**src/rtl/count_event.sv**
```systemverilog
// count_event: arms on a pulse, then raises a registered interrupt when the
// upstream counter hits a compare value (or wraps, when enabled). It also
// counts direction changes of the counter, saturating at all-ones.
//
// Ports:
//   clk        rising-edge clock
//   rst        asynchronous active-low reset
//   count_in   16-bit value from the upstream up/down counter
//   dir_in     direction of the step that produced count_in (1 = down)
//   cmp_val    16-bit compare value, sampled every cycle
//   arm        single-cycle pulse, IDLE -> ARMED
//   irq_ack    single-cycle pulse, acknowledges the interrupt in FIRED
//   irq        registered interrupt request, high throughout FIRED
//   evt_match  sticky compare-match flag
//   evt_wrap   sticky wrap flag (always 0 unless COUNT_EVENT_WRAP_EN)
//   dir_flips  saturating count of direction changes, cleared on arm
//   armed      high while in ARMED
//
// Build option: define COUNT_EVENT_WRAP_EN to add wrap detection
// (FFFF->0000 counting up, 0000->FFFF counting down) as a second fire source.
module count_event #(
    parameter int FLIP_W = 8
) (
    input  logic              clk,
    input  logic              rst,
    input  logic [15:0]       count_in,
    input  logic              dir_in,
    input  logic [15:0]       cmp_val,
    input  logic              arm,
    input  logic              irq_ack,
    output logic              irq,
    output logic              evt_match,
    output logic              evt_wrap,
    output logic [FLIP_W-1:0] dir_flips,
    output logic              armed
);

    typedef enum logic [1:0] {IDLE, ARMED, FIRED} state_t;

    state_t state, next_state;
    logic   prev_dir, prev_valid;
    logic   match, wrap, fire, flip, accept_arm, ack;

    // Events are only evaluated in ARMED, so the edge that accepts arm
    // never fires even if count_in already equals cmp_val.
    assign match      = state == ARMED && count_in == cmp_val;
    assign fire       = match || wrap;
    assign flip       = prev_valid && dir_in != prev_dir;
    assign accept_arm = state == IDLE && arm;
    assign ack        = state == FIRED && irq_ack;
    assign armed      = state == ARMED;

`ifdef COUNT_EVENT_WRAP_EN
    logic [15:0] prev_cnt;

    assign wrap = state == ARMED && prev_valid &&
                  ((prev_cnt == 16'hFFFF && count_in == 16'h0000 && !dir_in) ||
                   (prev_cnt == 16'h0000 && count_in == 16'hFFFF &&  dir_in));

    always_ff @(posedge clk or negedge rst) begin
        if (!rst) begin
            prev_cnt <= 16'h0000;
            evt_wrap <= 1'b0;
        end else begin
            prev_cnt <= count_in;
            if (wrap)
                evt_wrap <= 1'b1;
            else if (ack)
                evt_wrap <= 1'b0;
        end
    end
`else
    assign wrap     = 1'b0;
    assign evt_wrap = 1'b0;
`endif

    always_comb begin
        next_state = state;
        if (accept_arm)
            next_state = ARMED;
        else if (fire)
            next_state = FIRED;
        else if (ack)
            next_state = IDLE;
    end

    always_ff @(posedge clk or negedge rst) begin
        if (!rst) begin
            state      <= IDLE;
            irq        <= 1'b0;
            evt_match  <= 1'b0;
            dir_flips  <= '0;
            prev_dir   <= 1'b0;
            prev_valid <= 1'b0;
        end else begin
            state      <= next_state;
            prev_dir   <= dir_in;
            prev_valid <= 1'b1;
            if (fire)
                irq <= 1'b1;
            else if (ack)
                irq <= 1'b0;
            if (match)
                evt_match <= 1'b1;
            else if (ack)
                evt_match <= 1'b0;
            // Arming restarts the count; a flip on the arming edge counts as 1.
            if (accept_arm)
                dir_flips <= FLIP_W'(flip);
            else if (flip && dir_flips != '1)
                dir_flips <= dir_flips + FLIP_W'(1);
        end
    end

endmodule

```
**config.mk**
```make
export PLATFORM = sky130hd
export DESIGN_NAME = count_event
export DESIGN_NICKNAME = d
export VERILOG_FILES = /design/src/rtl/count_event.sv
export SDC_FILE = /design/constraint.sdc
export NUM_CORES = 1
export LEC_CHECK = 0
export ABC_AREA = 0
export CORE_MARGIN = 10
export CORE_UTILIZATION = 40
export CTS_CLUSTER_DIAMETER = 120
export DETAILED_ROUTE_END_ITERATION = 12
export PLACE_DENSITY = 0.88
export REMOVE_ABC_BUFFERS = 1
export SLEW_MARGIN = 10
export SYNTH_ARGS = -nofsm -noshare
export SYNTH_HDL_FRONTEND = slang
export SYNTH_SLANG_ARGS = --single-unit
```
**constraint.sdc**
```tcl
create_clock -name clk -period 2.9 [get_ports clk]
set_input_delay 0.58 -clock clk [delete_from_list [all_inputs] [get_ports clk]]
set_output_delay 0.58 -clock clk [all_outputs]
set_load 0.01 [all_outputs]
```
==> run metrics, run 1 <==
commonest non-fill, non-tap cells in the layout clkdlybuf4s50_1, xor2_1, dfrtp_1, nand3_1; Post-synth EDFFs 0; Rows 16; WHS Path Cells 2; warnings from Yosys 0; clock slew at reported path FFs 80 ps; Core Box Area 1980 um^2; die area 4340 um^2; crit path kind register to output port; skew final 2.53 ps; worst rel slew slack 62.1%; CTS tree yes; vias in the first global route 926; Hold-fix buffers, CTS 0; gp weighted congestion 0.902; CTS Buffer Depth 2; Vias/cell 5.19; Root Driver clkbuf_4; Period minus WS final 1990 ps; area occupied by multi-input gates 490 um^2; postcts setup bufs 0; first-pass GRT wire length 3660 um; WP data arrival 1410 ps; commonest non-fill, non-tap cell in the layout clkdlybuf4s50_1; RSZ-0062 raised after global routing no; Sequential Area 325 um^2; Final WS setup 909 ps; Yosys cell types 31; Tot GR Track Use 10.6%; Post-DP HPWL 2050 um; Top FF cell, synth dfrtp_1; Starting Density 42.5%; TNS Setup 0 ps; DRT Pass-1 Iters 4; largest net degree at the start of global routing 14; Synth-to-Final Area Change 60.8%; # IOs 49; IO Port Bufs 47; Worst Hold Class register to register; period utilisation layout 68.7%; Seq/Total Area, Yosys 38.6%; Fin. Hold Viols 0; n_diodes 0; top-area cell type share of the netlist area 38.6%; CP Max Fanout 6; Mapped Avg Cell Area 9.25 um^2; Synth area leaders dfrtp_1, xor2_1, nand3_1; Skew-Pair Late Insertion Delay 270 ps; Setup crit end kind output port; Max VDD drop 0.287 mV; Core Util, Final 68.3%; via total after detailed routing 861; post-CTS sizing 0; DRC Markers 0; Pins Over Slew Limit 0; ys async rst share 100%; Clock Sinks 13; #FFs+latches synth 13; crit path launch type register; initial antenna violation count 0; Max Cap Viol 0; Fmax 502 MHz; Final nets 178; Post-Syn Area 842 um^2; static leakage 0.000546 uW; Syn Inst Count 91; pre-CTS WS 807 ps; cell area power density 402 nW/um^2; Final setup viols 0; Die Span Y 65.9 um; Req. time, crit path 2320 ps; WL final 2340 um; remaining global-route overflow 0; FF-to-FF path depth 5; TritonCTS Buffers 3; Tot Pwr 545 uW; outcome complete, no violations; Worst-Margin Slew 567 ps; Antenna Nets Post-Route 0; drt wl/cell 14.1 um; total number of H-tree levels 1; cell taking the most area after synthesis dfrtp_1; # fillers 137; share of layout cells above drive strength 1 4.32%; Die Span X 65.9 um; DR iter-0 viols 22
synth_stat cells, types with 2 or more instances:
library cell and number:
dfrtp_1 13, nand3_1 8, nor4_1 3, xor2_1 16, o31ai_1 2, and3_1 3
o21ai_0 6, nand2_1 6, conb_1 2, and4_1 2, a21oi_1 3, buf_4 2
o211ai_1 2, nand4_1 4, nor2_1 2, inv_1 2
logic make-up after synthesis:
family	after synthesis	synth area share, %
mux	1	1.19
compound gates	17	12.6
flops	13	38.6
simple gates	35	23.5
xor+xnor	17	18.6
buf+inv	5	3.12
fa+ha+maj	1	1.49
other cells	2	0.892
sequential cells by signal (all words and copies together) (netlist names):
signal / count
state: 2
dir_flips: 8
evt_match: 1
prev_valid: 1
prev_dir: 1
cell type report:
class / count / area share (%)
flip-flops and latches: 13 / 24.0
clock buffers: 4 / 1.94
inverters: 2 / 0.555
repair buffers: 47 / 34.8
well taps: 27 / 2.50
multi-input cells: 73 / 36.2
report_power, final:
| part | internal, uW | leakage, uW | switching, uW |
|---|---|---|---|
| Sequential | 206 | 0.000168 | 32.7 |
| Combinational | 119 | 0.000363 | 75.6 |
| Clock | 53.2 | 0.0000150 | 58.4 |
path summary, 6_finish.rpt:
| path | startpoint | slack (ps) | end |
|---|---|---|---|
| worst max-delay path | state[0] | 910 | armed |
| worst min-delay path | evt_match | 560 | evt_match |
| worst max register to register | dir_flips[0] | 1330 | dir_flips[0] |
| worst min register to register | evt_match | 560 | evt_match |
| max in group asynchronous | rst | 1860 | prev_valid |
| min in group asynchronous | rst | 670 | dir_flips[5] |
stage by stage:
step,hold slack [ps],instances,instance area [um^2]
after floorplan,284,88,823
after global placement,522,162,1330
after detailed placement,542,162,1330
after CTS,559,166,1350
after global routing,615,166,1350
final,555,166,1350
worst max-delay path, stage by stage (launching register included):
cell and delay, ps:
dfrtp_1 430, nor2b_1 160, clkdlybuf4s50_1 550
layer usage:
layer  track usage, %  vias to the layer above  part of all wire (%)
li1                 -                      425                     -
met1             10.1                      390                    39
met2             15.2                       46                    42
met3             10.3                        0                    20
met4             4.55                        0                     0
met5                0                        -                     0
Power figures use the tool's default switching activity.
==> run 2: changes to the inputs <==
Settings changed: CORE_UTILIZATION 40 to 37, PLACE_DENSITY 0.88 to 0.83.
Clock period 2.9 ns to 1.99 ns, I/O delays scaled along.
==> run metrics, run 2 (synthesis results as in run 1) <==
outcome complete, no violations; clock share of power 20.6%; worst rel slew slack 62.0%; CTS Buffer Depth 2; CTS tree yes; drt wl/cell 14.3 um; Die Span X 67.7 um; Req. time, crit path 1590 ps; Rows 17; Period minus WS final 1790 ps; crit path launch type register; clock slew at reported path FFs 80 ps; CP Capture Point armed; IO Port Bufs 47; CP peak stage delay 550 ps; Worst Setup SP state[0]; Setup crit end kind output port; DRC Markers 0; Tot GR Track Use 10.3%; Tot Pwr 800 uW; initial antenna violation count 0; DRT Pass-1 Iters 4; Pins Over Slew Limit 0; n_diodes 0; RSZ-0062 raised after global routing no; Critical R2R Capture dir_flips[0]; gp weighted congestion 0.806; commonest non-fill, non-tap cell in the layout clkdlybuf4s50_1; cell area power density 590 nW/um^2; Sw Pwr 252 uW; remaining global-route overflow 0; Antenna Nets Post-Route 0; Max Cap Viol 0; Finished Layout Cells 167; register with the highest flop count dir_flips; Synth-to-Final Area Change 61.1%; Reg power frac 43.8%; CP Cell Sequence nor2b_1 -> clkdlybuf4s50_1; Fmax 558 MHz; WL final 2380 um; largest net degree at the start of global routing 14; Skew-Pair Late Insertion Delay 280 ps; first-pass GRT wire length 3670 um; combinational share of power 35.6%; Post-DP HPWL 2080 um; Slowest cell on crit path clkdlybuf4s50_1; Max VDD drop 0.337 mV; max FFs per register 8; Die Span Y 67.7 um; CP Max Fanout 6; Root Driver clkbuf_4; pre-CTS WS 62.3 ps; total number of H-tree levels 1; via total after detailed routing 870; post-CTS sizing 0; WP data arrival 1390 ps; Sw Ratio 31.5%; vias in the first global route 868; Worst Hold Class primary input to asynchronous set/reset pin; Pint 548 uW; TritonCTS Buffers 3; Worst-Margin Slew 568 ps; Vias/cell 5.21; largest registers dir_flips: 8 flops, state: 2 flops; Fin. Hold Viols 0; static leakage 0.000549 uW; Final nets 178; postcts setup bufs 0; TNS Setup 0 ps; FF-to-FF Start dir_flips[0]; period utilisation layout 90.1%; die area 4580 um^2; Starting Density 38.4%; # IOs 49; commonest non-fill, non-tap cells in the layout clkdlybuf4s50_1, xor2_1, dfrtp_1, nand3_1; crit path kind register to output port; skew final 3.25 ps; Clock Sinks 13; DR iter-0 viols 21; Final setup viols 0; Core Box Area 2190 um^2; FF-to-FF path depth 5; share of layout cells above drive strength 1 5.04%; Placed Cells 163; Hold-fix buffers, CTS 0; Final WS setup 197 ps; Worst R2R Setup Slack 460 ps; hold slack 475 ps
-- run 2: worst min-delay path by stage --
| stage | startpoint | endpoint | slack, ps | cells after the start |
|---|---|---|---|---|
| 6_report | rst | dir_flips[7] | 480 | 1 |
| 3_3_place_gp | evt_match | evt_match | 540 | 2 |
| 3_5_place_dp | evt_match | evt_match | 560 | 2 |
| 5_1_grt | rst | dir_flips[1] | 510 | 1 |
| 4_1_cts | rst | dir_flips[1] | 490 | 1 |
| 2_1_floorplan | rst | dir_flips[0] | 100 | 0 |
-- run 2: layout make-up --
class                      count  area (um^2)
sequential                    13          325
clock buffer                   3         22.5
tap                           28         35.0
multi-input combinational     73          490
clock inverter                 1         5.00
inverter                       2         7.51
timing repair buffer          47          470
fill                         193          835
-- run 2: power groups by stage --
stage	Clock (uW)	Combinational [uW]	Sequential, uW
CTS	171	290	350
finish	165	285	351
global route	182	310	355
detailed placement	0	289	355
floorplan	0	98.8	358
global placement	0	280	352
-- run 2: per-stage QoR --
stage	util [%]	area, um^2
final	61.9	1360
after global routing	61.9	1360
after detailed placement	60.7	1330
after CTS	61.9	1360
after global placement	60.7	1330
after floorplan	-	823
-- run 2: routing by layer --
metal | wire length, um | GRT usage [%]
met1 | 851 | 10.1
met2 | 1180 | 17.8
met3 | 342 | 6.12
met4 | 12 | 3.08
met5 | 0 | 0
-- run 2: critical path, delay by kind of cell, from the launching register on --
family                 cells  cell delay (ps)
buffers and inverters      1              550
flip-flops                 1              420
AND/OR/NAND/NOR            1              150
==> variant 1: new RTL, flow settings as in run 2 <==
Add a define of `COUNT_EVENT_WRAP_EN`.
--- a/src/rtl/count_event.sv
+++ b/src/rtl/count_event.sv
@@ -19,4 +19,6 @@
 // Build option: define COUNT_EVENT_WRAP_EN to add wrap detection
 // (FFFF->0000 counting up, 0000->FFFF counting down) as a second fire source.
+`define COUNT_EVENT_WRAP_EN
+
 module count_event #(
     parameter int FLIP_W = 8
Formal check against the unedited RTL: not equivalent (Yosys sat finds a counterexample within 4 cycles, from zero or initial values and one cycle with rst low).
==> variant 1 against run 2 <==
- wire length is 59% higher
- sequential share of layout area rose by 11 points
- area after synthesis rose by 65%
- final area rose by 64%
- count of clock-buffer cells in the layout is 3 higher
- non-clock buffer count increased by 23
- total power up 100%
- largest cell class is now sequential cells
- die area up 44%
- sequential cell count is 18 higher
- setup slack worse by 140 ps
==> variant 1: results (changes against run 2) <==
The run finished with clean final reports. The share of cell area taken by multi-input logic gates is 0.285 (-0.0764). The largest registers in the layout are prev_cnt: 16 flops, dir_flips: 8 flops, state: 2 flops. The final clock period utilization by the worst path came out at 0.972 (+0.0716). The placement-stage worst setup slack was -249 ps (-312 ps).

The final-layout clock-cell area share is 0.0395 (+0.0192). The multi-input logic area was 633 um2 (+29%). The sequential share of power came out at 0.468 (+0.030). The violation count after the first detailed-routing iteration is 74 (+250%).

The reg2reg setup slack came out at 150 ps (-310 ps). The via count of the first global-routing pass is 1417 (+63%). The global routing usage summed across all routing layers is 0.123 (+0.0200). The via-per-instance ratio came out at 5.06 (-3.0%).

The switching power came out at 0.000426 W (+69%). The share of cell area taken by flip-flops and latches came out at 0.349 (+0.110). The setup clock skew after layout came out at 3.96 ps (+0.712 ps). The multi-input combinational cell count is 93 (+27%).

The total clock buffers created by CTS came out at 5 (+2). After synthesis, the most frequently instantiated cells are sky130_fd_sc_hd__dfrtp_1 (31), sky130_fd_sc_hd__xnor2_1 (20), sky130_fd_sc_hd__nand4_1 (12), sky130_fd_sc_hd__nand3_1 (10). The delay of the slowest cell on the worst path came out at 570 ps (+20 ps).

The final wirelength came to 3.78 mm (+59%). The path class of the tightest hold or removal check is input pin to flip-flop. The routed via count came out at 1269 (+46%). The number of sinks driven by the clock tree is 31 (+18).

The number of H-tree levels is 2 (+1). CTS placed an instance of sky130_fd_sc_hd__clkbuf_8 at the clock tree root. The largest voltage drop on the vdd net is 0.333 mV (-1.3%). The fraction of layout instances using a drive strength above 1 is 0.163 (+0.112).

The adder and majority cell fraction of the synthesized area is 0.00899 (-0.00587). The synthesized-area fraction occupied by ao, oa, aoi and oai cells came to 0.0414 (-0.0849).
## variant 1: final timing paths
kind / end / cells after the start / startpoint
setup reg to reg: state[0]$_DFFE_PN0P_ / 5 / prev_cnt[13]$_DFF_PN0_
hold / removal: prev_cnt[5]$_DFF_PN0_ / 1 / count_in[5]
max in group asynchronous: prev_cnt[11]$_DFF_PN0_ / 2 / rst
min in group asynchronous: dir_flips[2]$_DFFE_PN0P_ / 2 / rst
setup / recovery: state[0]$_DFFE_PN0P_ / 6 / count_in[6]
hold reg to reg: evt_wrap$_DFFE_PN0P_ / 2 / evt_wrap$_DFFE_PN0P_
## variant 1: per-layer routing
| layer | part of all wire | GRT usage | up-vias |
|---|---|---|---|
| met5 | 0 | 0 | - |
| met4 | 0.015 | 0.0415 | 0 |
| met3 | 0.14 | 0.0817 | 5 |
| met2 | 0.46 | 0.200 | 59 |
| met1 | 0.38 | 0.124 | 590 |
| li1 | - | - | 615 |
==> variant 2: new RTL, settings of run 2 <==
Made on the original files. Add an input register stage for `irq_ack`, without a reset; this delays it by one clock. The other inputs are not delayed to match. Comments in the files are not updated.
--- a/src/rtl/count_event.sv
+++ b/src/rtl/count_event.sv
@@ -38,4 +38,10 @@
     typedef enum logic [1:0] {IDLE, ARMED, FIRED} state_t;
 
+    logic irq_ack_q;
+
+    always_ff @(posedge clk) begin
+        irq_ack_q <= irq_ack;
+    end
+
     state_t state, next_state;
     logic   prev_dir, prev_valid;
@@ -48,5 +54,5 @@
     assign flip       = prev_valid && dir_in != prev_dir;
     assign accept_arm = state == IDLE && arm;
-    assign ack        = state == FIRED && irq_ack;
+    assign ack        = state == FIRED && irq_ack_q;
     assign armed      = state == ARMED;
 
Formal check against the unedited RTL: not equivalent (Yosys sat finds a counterexample within 4 cycles, from zero or initial values and one cycle with rst low).
==> variant 2 against run 2 <==
- sequential cell count increased by 1
- hold slack improved by 8.9 ps
- global-route usage increased by 0.51 points
- area after synthesis increased by 2.4%
- count of clock-buffer cells in the layout increased by 1
- wire length decreased by 1.4%
- final area increased by 2.1%
- setup slack got worse by 16 ps
- total power increased by 11%
- highest routed layer unchanged
==> variant 2: results (changes against run 2) <==
After synthesis, the cell types taking the most area are sky130_fd_sc_hd__dfrtp_1 (38%), sky130_fd_sc_hd__xor2_1 (16%), sky130_fd_sc_hd__nand3_1 (4.6%). The mux cell area share after synthesis came out at 0.0116 (-0.000276). The filler cell count came out at 198 (+2.6%). The number of distinct library cell variants in the gate-level netlist after synthesis is 32 (+3.2%). The routed via count is 853 (-2.0%). The wire length of the first global-routing pass is 3.84 mm (+4.5%). The synthesized-area fraction occupied by ao, oa, aoi and oai cells is 0.123 (-0.00293).

The setup clock skew after layout was 0.509 ps (-2.74 ps). The largest voltage drop on the vdd net is 0.423 mV (+25%). The delay of the slowest cell on the worst path is 550 ps (about the same). The switching portion of total power was 0.294 (-0.0214). The fraction of layout instances using a drive strength above 1 came out at 0.0500 (-0.000360).

The run finished with clean final reports. The share of synthesized flip-flops with an asynchronous set or reset came to 0.929 (-0.0714). The layout net count came out at 179 (+0.56%).

The adder and majority cell fraction of the synthesized area is 0.0145 (-0.000345). The detailed-placement wirelength estimate was 2.02 mm (-2.9%). The wire length per cell is 14.0 um (-2.0%). The max-slew headroom at the worst pin came out at 0.614 (-0.00561). The final weighted congestion of routability-driven global placement came to 0.881 (+9.4%). The fraction of synthesized cell area in xor and xnor cells came out at 0.181 (-0.00431). The worst endpoint data arrival time came out at 1410 ps (+20 ps). The leakage power total came out at 0.560 nW (+2.0%). The first-pass detailed-route iteration total came to 4 (unchanged).

The part of the Yosys area used for sequential elements is 0.401 (+0.0143). The number of antenna violations at the first check in global routing is 0 (unchanged). The via count of the first global-routing pass came out at 926 (+6.7%). The violation count after the first detailed-routing iteration came out at 48 (+130%). The global routing usage summed across all routing layers came out at 0.108 (+0.00509). The clock transition time at the flip-flop clock pins of the worst setup and hold paths is 80 ps (about the same). The tightest min-delay check is of the input pin to async pin type. The count of port buffers added during placement came out at 47 (unchanged).
[variant 2: cell types whose count changed after synthesis]
cell,before,now
sky130_fd_sc_hd__dfxtp_1,0,1
[variant 2: final timing paths]
kind / slack, ps / startpoint / end
min: 480 / rst / dir_flips[5]$_DFFE_PN0P_
min reg2reg: 500 / irq_ack_q$_DFF_P_ / state[1]$_DFFE_PN0P_
max in group asynchronous: 1130 / rst / state[0]$_DFFE_PN0P_
max: 180 / state[0]$_DFFE_PN0P_ / armed
max reg2reg: 470 / dir_flips[0]$_DFFE_PN0P_ / dir_flips[0]$_DFFE_PN0P_
min in group clk: 500 / irq_ack_q$_DFF_P_ / state[1]$_DFFE_PN0P_
[variant 2: final cells by class]
cell class	count	share of cell area
tap	28	0.0253
inverter	2	0.00542
multi-input combinational	73	0.354
sequential	14	0.249
clock buffer	4	0.0262
timing repair buffer	47	0.340
[variant 2: worst register-to-register path, delay by kind of cell, from the launching register on]
family | cells | cell delay [ps]
adder cells (fa/ha/maj) | 1 | 260
AO/OA/AOI/OAI | 2 | 550
AND/OR/NAND/NOR | 2 | 220
flip-flops | 1 | 410
[variant 2: cells by family (layout without fill, tap and decap cells)]
group | after synthesis | after routing
AND/OR/NAND/NOR | 35 | 35
AO/OA/AOI/OAI | 17 | 17
XOR/XNOR | 17 | 17
flip-flops | 14 | 14
buffers and inverters | 5 | 53
other | 2 | 2
adder cells (fa/ha/maj) | 1 | 1
multiplexers | 1 | 1
[variant 2: power by group through the flow]
stage	sequential [W]	combinational (W)	clock (W)
floorplan	0.000391	0.000108	0
finish	0.000378	0.000310	0.000199
detailed placement	0.000383	0.000315	0
CTS	0.000377	0.000316	0.000206
global placement	0.000380	0.000308	0
global route	0.000387	0.000345	0.000223
[variant 2: per-layer routing]
metal,global-route usage,share of wire,up-vias
met4,0.0427,0.013,0
met2,0.169,0.46,40
met1,0.104,0.38,383
met5,0,0,-
met3,0.0865,0.15,4
li1,-,-,426
[variant 2: metrics by stage]
stage	std cells	total power (W)	setup slack, ps	area (um2)	hold WS [ps]
2_1_floorplan	89	0.000499	613	843	102
3_3_place_gp	164	0.000688	109	1350	481
3_5_place_dp	164	0.000698	63.9	1350	487
4_1_cts	168	0.000900	168	1390	492
5_1_grt	168	0.000955	65.0	1390	521
6_report	168	0.000887	181	1390	484
